## src/rtl/fwd_hazard_unit.sv

```systemverilog
// Forwarding and load-use hazard unit. Tracks the tags of in-flight
// instructions (EX, MEM, WB, ...), drives the EX operand forward selects and
// the MEM store-data select, and raises stall on a load-use dependency.

// Per-stage tag comparator: writer qualification plus four destination matches.
module fwd_stage_match #(
  parameter int REG_AW = 4
) (
  input  logic                   v,
  input  logic                   rw,
  input  logic [REG_AW-1:0]      rd,
  input  logic [3:0][REG_AW-1:0] q,
  output logic                   wr,
  output logic [3:0]             hit
);
  assign wr = v & rw & (rd != '0);
  for (genvar i = 0; i < 4; i++) begin : g_q
    assign hit[i] = wr & (rd == q[i]);
  end
endmodule

module fwd_hazard_unit #(
  parameter int REG_AW       = 4,
  parameter int DEPTH        = 3,
  parameter int SEL_W        = $clog2(DEPTH),
  parameter int LOAD_USE_CYC = 1,
  parameter int M2M_EN       = 1,
  parameter int CNT_W        = 16
) (
  input  logic              clk,
  input  logic              rst_n,
  input  logic              id_valid,
  input  logic [REG_AW-1:0] id_rs,
  input  logic [REG_AW-1:0] id_rt,
  input  logic [REG_AW-1:0] id_rd,
  input  logic              id_regwrite,
  input  logic              id_memread,
  input  logic              id_memwrite,
  input  logic              flush,
  output logic              stall,
  output logic [SEL_W-1:0]  fwd_a_sel,
  output logic [SEL_W-1:0]  fwd_b_sel,
  output logic              fwd_c_sel,
  output logic [CNT_W-1:0]  stall_count
);
  typedef struct packed {
    logic              v;
    logic [REG_AW-1:0] rs;
    logic [REG_AW-1:0] rt;
    logic [REG_AW-1:0] rd;
    logic              rw;
    logic              ld;
    logic              st;
  } ent_t;

  ent_t [DEPTH-1:0]       ent;
  ent_t                   id_ent;
  logic [DEPTH-1:0]       wr;
  // hit[k]: 0 = EX rs, 1 = EX rt, 2 = ID rs, 3 = ID rt
  logic [DEPTH-1:0][3:0]  hit;
  logic [3:0][REG_AW-1:0] qry;
  logic                   stall_hit;
  logic                   m2m_store;

  assign qry = {id_rt, id_rs, ent[0].rt, ent[0].rs};

  for (genvar k = 0; k < DEPTH; k++) begin : g_stage
    fwd_stage_match #(.REG_AW(REG_AW)) u_match (
      .v   (ent[k].v),
      .rw  (ent[k].rw),
      .rd  (ent[k].rd),
      .q   (qry),
      .wr  (wr[k]),
      .hit (hit[k])
    );
  end

  // Operand selects: scan oldest to youngest so the youngest producer wins.
  always_comb begin
    fwd_a_sel = '0;
    fwd_b_sel = '0;
    for (int k = DEPTH - 1; k >= 1; k--) begin
      if (ent[0].v && hit[k][0]) fwd_a_sel = SEL_W'(k);
      if (ent[0].v && hit[k][1]) fwd_b_sel = SEL_W'(k);
    end
  end

  // A store whose data comes from a load one slot ahead gets it via mem-to-mem.
  assign m2m_store = (M2M_EN != 0) & id_memwrite;

  // Load-use detection over the stages a load result is not yet forwardable from.
  always_comb begin
    stall_hit = 1'b0;
    for (int k = 0; k < LOAD_USE_CYC; k++) begin
      if (ent[k].ld && (hit[k][2] ||
          (hit[k][3] && !(m2m_store && (k == LOAD_USE_CYC - 1)))))
        stall_hit = 1'b1;
    end
  end

  assign stall = id_valid & ~flush & stall_hit;

  if (DEPTH >= 3) begin : g_m2m
    assign fwd_c_sel = (M2M_EN != 0) & ent[1].v & ent[1].st & wr[2] &
                       (ent[2].rd == ent[1].rt) & (ent[1].rt != '0);
  end else begin : g_no_m2m
    assign fwd_c_sel = 1'b0;
  end

  assign id_ent = (id_valid && !stall && !flush) ?
                  '{v: 1'b1, rs: id_rs, rt: id_rt, rd: id_rd,
                    rw: id_regwrite, ld: id_memread, st: id_memwrite} : '0;

  // Tag pipeline: ID enters EX (bubble on stall/flush); flush also kills EX.
  always_ff @(posedge clk or negedge rst_n) begin
    if (!rst_n) begin
      ent <= '0;
    end else begin
      ent[0] <= id_ent;
      for (int k = 1; k < DEPTH; k++) ent[k] <= ent[k-1];
      if (flush) ent[1].v <= 1'b0;
    end
  end

  // Saturating stall-cycle counter for profiling.
  always_ff @(posedge clk or negedge rst_n) begin
    if (!rst_n)                           stall_count <= '0;
    else if (stall && stall_count != '1)  stall_count <= stall_count + 1'b1;
  end

  // Tags kept for visibility but not consumed at every depth.
  logic unused_tags;
  assign unused_tags = ^{ent, hit};
endmodule

```

## config.mk

```make
export PLATFORM = sky130hd
export DESIGN_NAME = fwd_hazard_unit
export DESIGN_NICKNAME = d
export VERILOG_FILES = /design/src/rtl/fwd_hazard_unit.sv
export SDC_FILE = /design/constraint.sdc
export NUM_CORES = 1
export LEC_CHECK = 0
export CAP_MARGIN = 20
export CORE_ASPECT_RATIO = 1.2
export CORE_UTILIZATION = 47
export DETAILED_ROUTE_END_ITERATION = 16
export HOLD_SLACK_MARGIN = 0.1
export PLACE_DENSITY = 0.76
export SYNTH_ARGS = -nofsm -noshare
export SYNTH_HDL_FRONTEND = slang
export SYNTH_SLANG_ARGS = --single-unit
```

## constraint.sdc

```tcl
create_clock -name clk -period 1.7 [get_ports clk]
set_clock_uncertainty 0.1 [all_clocks]
set_input_delay 0.34 -clock clk [delete_from_list [all_inputs] [get_ports clk]]
set_output_delay 0.34 -clock clk [all_outputs]
set_load 0.02 [all_outputs]
```

Yosys cells after proc, flatten, opt, wreduce, memory -nomap -nowiden
Index checks and enable logic that the tools add are counted.
{"block": "classes", "n_addsub": 1, "n_mul": 0, "n_div": 0, "order_cmp": 0, "eq_ne": 8, "shifts": 0, "muxes": 7, "bitwise": 19, "n_reduce_logical": 17}
{"cell": "4-bit equality test", "n": 7}
{"cell": "1-bit bitwise AND", "n": 18}
{"cell": "16-bit by 1-bit adder with 16-bit output (second input constant)", "n": 1}
{"cell": "16-bit two-way mux", "n": 1}
{"cell": "16-bit inequality test (second input constant)", "n": 1}
{"cell": "4-bit nonzero test", "n": 4}
{"cell": "1-bit logical AND", "n": 9}
{"cell": "2-bit two-way mux", "n": 4}
{"cell": "1-bit zero test", "n": 3}
{"cell": "1-bit two-way mux", "n": 2}
{"cell": "1-bit logical OR", "n": 1}
{"cell": "1-bit inverter", "n": 1}
{"block": "word_totals", "reg_bits": 49, "latchBits": 0, "ram_bits": 0, "romBits": 0, "wordCells": 68, "memories": 0}

Logic depth before layout (Yosys ltp)
{"block": "depth", "ltp_word": 12, "mapped_depth": 7, "depth_no_buf": 6}

By module
A second synthesis with hierarchy kept.
{"block": "hier_totals", "hier_cells": 244, "hier_area_um2": 2666.3}
{"mod": "fwd_hazard_unit", "n_inst": 1, "cells_per_inst": 151, "area_per_inst_um2": 1956.9}
{"mod": "fwd_stage_match", "n_inst": 3, "cells_per_inst": 31, "area_per_inst_um2": 236.5}

Worst setup path after synthesis
No wires, ideal clock.
{"block": "synth_timing", "path_type": "register -> output", "start": "register ent[20] in the netlist's numbering", "end": "output port fwd_a_sel[1]", "arrival_time_ps": 1670, "t_required_ps": 1260, "setup_slack_ps": -410, "path_stages_with_launch": 5, "n_path_buf": 0, "path_cell_list": "dfrtp_1 -> or4_1 -> nand4_1 -> nor2_1 -> nor3_1"}
{"block": "synth_between", "elab_chain_len": 5, "word_cells_on_any_way": 6}
{"element": "start, declared", "line": "56", "text": "ent_t [DEPTH-1:0] ent;"}
{"element": "4-bit nonzero test", "line": "16", "text": "assign wr = v & rw & (rd != '0);"}
{"element": "1-bit bitwise AND", "line": "16"}
{"element": "1-bit bitwise AND (*)", "line": "18", "text": "assign hit[i] = wr & (rd == q[i]);"}
{"element": "1-bit logical AND (*)", "line": "83", "text": "if (ent[0].v && hit[k][0]) fwd_a_sel = SEL_W'(k);"}
{"element": "2-bit two-way mux (*)", "line": "83"}
{"element": "end, declared", "line": "41", "text": "output logic [SEL_W-1:0] fwd_a_sel,"}
Mark *: on every way between the ends. The rest lies on a longest branch, timed or not.

Final worst setup path
{"block": "layout_timing", "start": "input port id_rt[2]", "end": "output port stall"}
{"block": "layout_between", "elab_chain_len": 7}
{"element": "start, declared", "line": "34", "text": "input logic [REG_AW-1:0] id_rt,"}
{"element": "4-bit equality test", "line": "18"}
{"element": "1-bit bitwise AND", "line": "18"}
{"element": "1-bit logical AND", "line": "96", "text": "(hit[k][3] && !(m2m_store && (k == LOAD_USE_CYC - 1)))))"}
{"element": "1-bit logical OR", "line": "95", "text": "if (ent[k].ld && (hit[k][2] ||"}
{"element": "1-bit logical AND", "line": "95"}
{"element": "1-bit two-way mux", "line": "95"}
{"element": "1-bit bitwise AND", "line": "101", "text": "assign stall = id_valid & ~flush & stall_hit;"}
{"element": "end, declared", "line": "40", "text": "output logic stall,"}
No other way between the ends.

==> impl_metrics.toml <==
[floorplan]
die_area_um2 = 5130
core-area_um2 = 4630
die_w_um = 65.6
fp.dieH_um = 78.3
initial_utilization_pct = 49.3
io_pins = 41
rows = 27

[worst_setup_path]
critPathCaptureType = "output pin"
cp.arrival_ps = 1710
startpoint_type = "input port"
crit_required_ps = 1260
rr_startpoint = "ent[4]"
crit_type = "input port to output pin"
ff2ff_path_depth = 7
r2r_slack_ps = -400
worst-path-max-fanout = 2
r2r-end = "stall_count[1]"

[clocking]
cts_root_buf = "clkbuf_8"
clkLatencyLatePin_ps = 300
path_clk_slew_ps = 90
cts_tree = "done"
h-tree-depth = 2
cts_buffers = 5
clockBufferDepth = 2
clock-sinks = 49

[logic_synthesis]
seq_area_frac_synth_pct = 53.8
synth.distinct_cells = 35
yosysTopAreaCellShare_pct = 53.8
syn_avg_cell_area_um2 = 12.5
synth-async-reset-ratio_pct = 100
synth.net_count = 203
synth_edf_count = 0
yosysTopAreaCell = "dfrtp_1"
netlist_area_um2 = 2280
synth_warnings = 0
netlist_instances = 183
synth_flop_cell = "dfrtp_1"
synth_area_leaders = "dfrtp_1 54%, xor2_1 8.8%, xnor2_1 6.9%, and2_4 3.1%, nor3_2 3.1%"
synth-seq-cells = 49

[global_route]
grt_pass1_vias = 1851
grt_max_degree = 32
antenna_found_initial = 0
grt_pass1_wl_mm = 8.90
overflow = 0
grt.total_usage_pct = 23.3

[timing]
setup_slack_ps = -451
fin_setup_tns_ps = -10540
maxSlewHeadroom_pct = 68.6
rsz0062_at_grt = "yes"
fmax_ghz = 0.465
tightest_slew_ps = 471
fin_crit_ps = 2150
hold_viol = 0
fin_crit_sh_pct = 127
drv_slew = 0
finalSetupViolations = 38

[worst_hold_path]
whs_path_depth = 0
hp-start = "ent[0]"
hold_path_class = "flop to flop"
hold_end = "ent[16]"

[placement]
dp_slack_ps = -941
io_buffer_count = 40
place_hpwl_mm = 3.31
postPlaceCellArea_um2 = 3160
place_congestion = 0.783

[pwr]
ir_drop_uv = 436
powerDensity_nw_per_um2 = 607
power.total_mw = 2.17
p_leak_nw = 1.70

[run_status]
violations = "negative setup slack"
run_status = "finished with violations"

[route]
drt_iter0_markers = 68
drc = 0
postRouteAntennaNets = 0
wirelength_mm = 5.23
drt_first_pass_iters = 4
wl_per_cell_um = 15.3
via_count = 1734
vias_per_cell = 5.07

[layout]
fin_nets = 303
num_antenna_cells = 0
syn_to_final_growth_pct = 56.8
drive_gt1_share_pct = 46.8
fin_area_um2 = 3570

[job]
maxCapViolCount = 0
-- cell families (layout without fill, tap and decap cells) --
group / count (synthesis) / after routing / share of synthesized area, %
fa+ha+maj: 1 / 1 / 0.549
buf+inv: 6 / 106 / 1.81
simple gates: 78 / 78 / 24.3
compound gates: 6 / 7 / 2.85
xor+xnor: 41 / 41 / 15.8
mux: 2 / 2 / 0.988
flops: 49 / 49 / 53.8
-- cell type report --
type / instances / area, µm²
inverters: 2 / 7.51
well taps: 58 / 72.6
fillers: 267 / 1050
flip-flops and latches: 49 / 1230
clock buffers: 6 / 72.6
multi-input cells: 129 / 1290
repair buffers: 96 / 885
clock inverters: 2 / 10.0
-- worst max-delay path: stages --
cell and delay (ps):
clkdlybuf4s50_1 520, xor2_1 220, nor2_1 90, a21oi_2 180, and2b_2 240, buf_6 130
-- repair_timing --
action                                  4_1_cts  5_1_grt
pin swaps                                    47       17
setup buffers                                 5        3
endpoints found under the hold margin        18        0
hold buffers                                  1        0
endpoints found under the setup margin       54       38
gates resized for setup                      91       12
cloned                                        1        0
-- placed cells by master (no fill, tap or decap), types with 3 or more instances in the layout --
cell type / count
buf_12: 4
dfrtp_1: 44
nor4_4: 9
dlymetal6s2s_1: 3
nor2_1: 5
clkdlybuf4s50_1: 13
dfrtp_2: 5
nand2_1: 10
nand4_1: 9
nor3_4: 8
xnor2_1: 17
buf_4: 45
dlygate4sd2_1: 17
buf_6: 12
xor2_1: 20
and2_4: 15
clkbuf_8: 5
nand3_1: 5
xor2_2: 3
-- worst max path at each step --
stage	start	to	slack, ps
4_1_cts	ent[21]	fwd_a_sel[0]	-430
2_1_floorplan	ent[4]	ent[13]	-100
3_5_place_dp	id_rs[0]	stall	-940
5_1_grt	ent[19]	fwd_b_sel[1]	-500
3_3_place_gp	id_rs[0]	stall	-940
6_report	id_rt[2]	stall	-450
-- power breakdown --
| part | internal [mW] | switching, mW | total (mW) | leakage, nW |
|---|---|---|---|---|
| registers | 1.20 | 0.0334 | 1.23 | 0.653 |
| clock network | 0.286 | 0.373 | 0.658 | 0.0450 |
| logic | 0.155 | 0.125 | 0.279 | 1.00 |
| total | 1.64 | 0.531 | 2.17 | 1.70 |
-- stage by stage --
step / std cells / utilization (%) / hold slack (ps)
final: 342 / 77.2 / 250
after global routing: 342 / 77.2 / 257
after CTS: 339 / 75.5 / 253
after detailed placement: 324 / 68.3 / 213
after global placement: 324 / 68.3 / 214
after floorplan: 183 / - / -55.6
-- per-layer routing --
layer | vias up | GRT usage (%) | part of all wire, %
li1 | 835 | - | -
met1 | 857 | 29.8 | 43
met4 | 0 | 7.39 | 1.4
met3 | 7 | 4.80 | 2.7
met5 | - | 0 | 0
met2 | 35 | 39.1 | 53
-- flip-flops by register name (all words and copies together), names as in the netlist --
register	cells
ent	33
stall_count	16
-- cell usage after synthesis, types with 2 or more instances --
cell and count:
nor4_4 2, dfrtp_1 49, nor3b_2 2, nand4_1 9, nor2_1 9, inv_1 2
nor3_2 7, nand3_1 6, and2_1 7, nor4_2 3, o2111ai_1 2, nor3_1 3
nand2_1 10, xor2_1 23, xnor2_1 18, nor4_1 4, and2_4 8, buf_6 2
No activity file was read; power rests on OpenSTA's default activity.
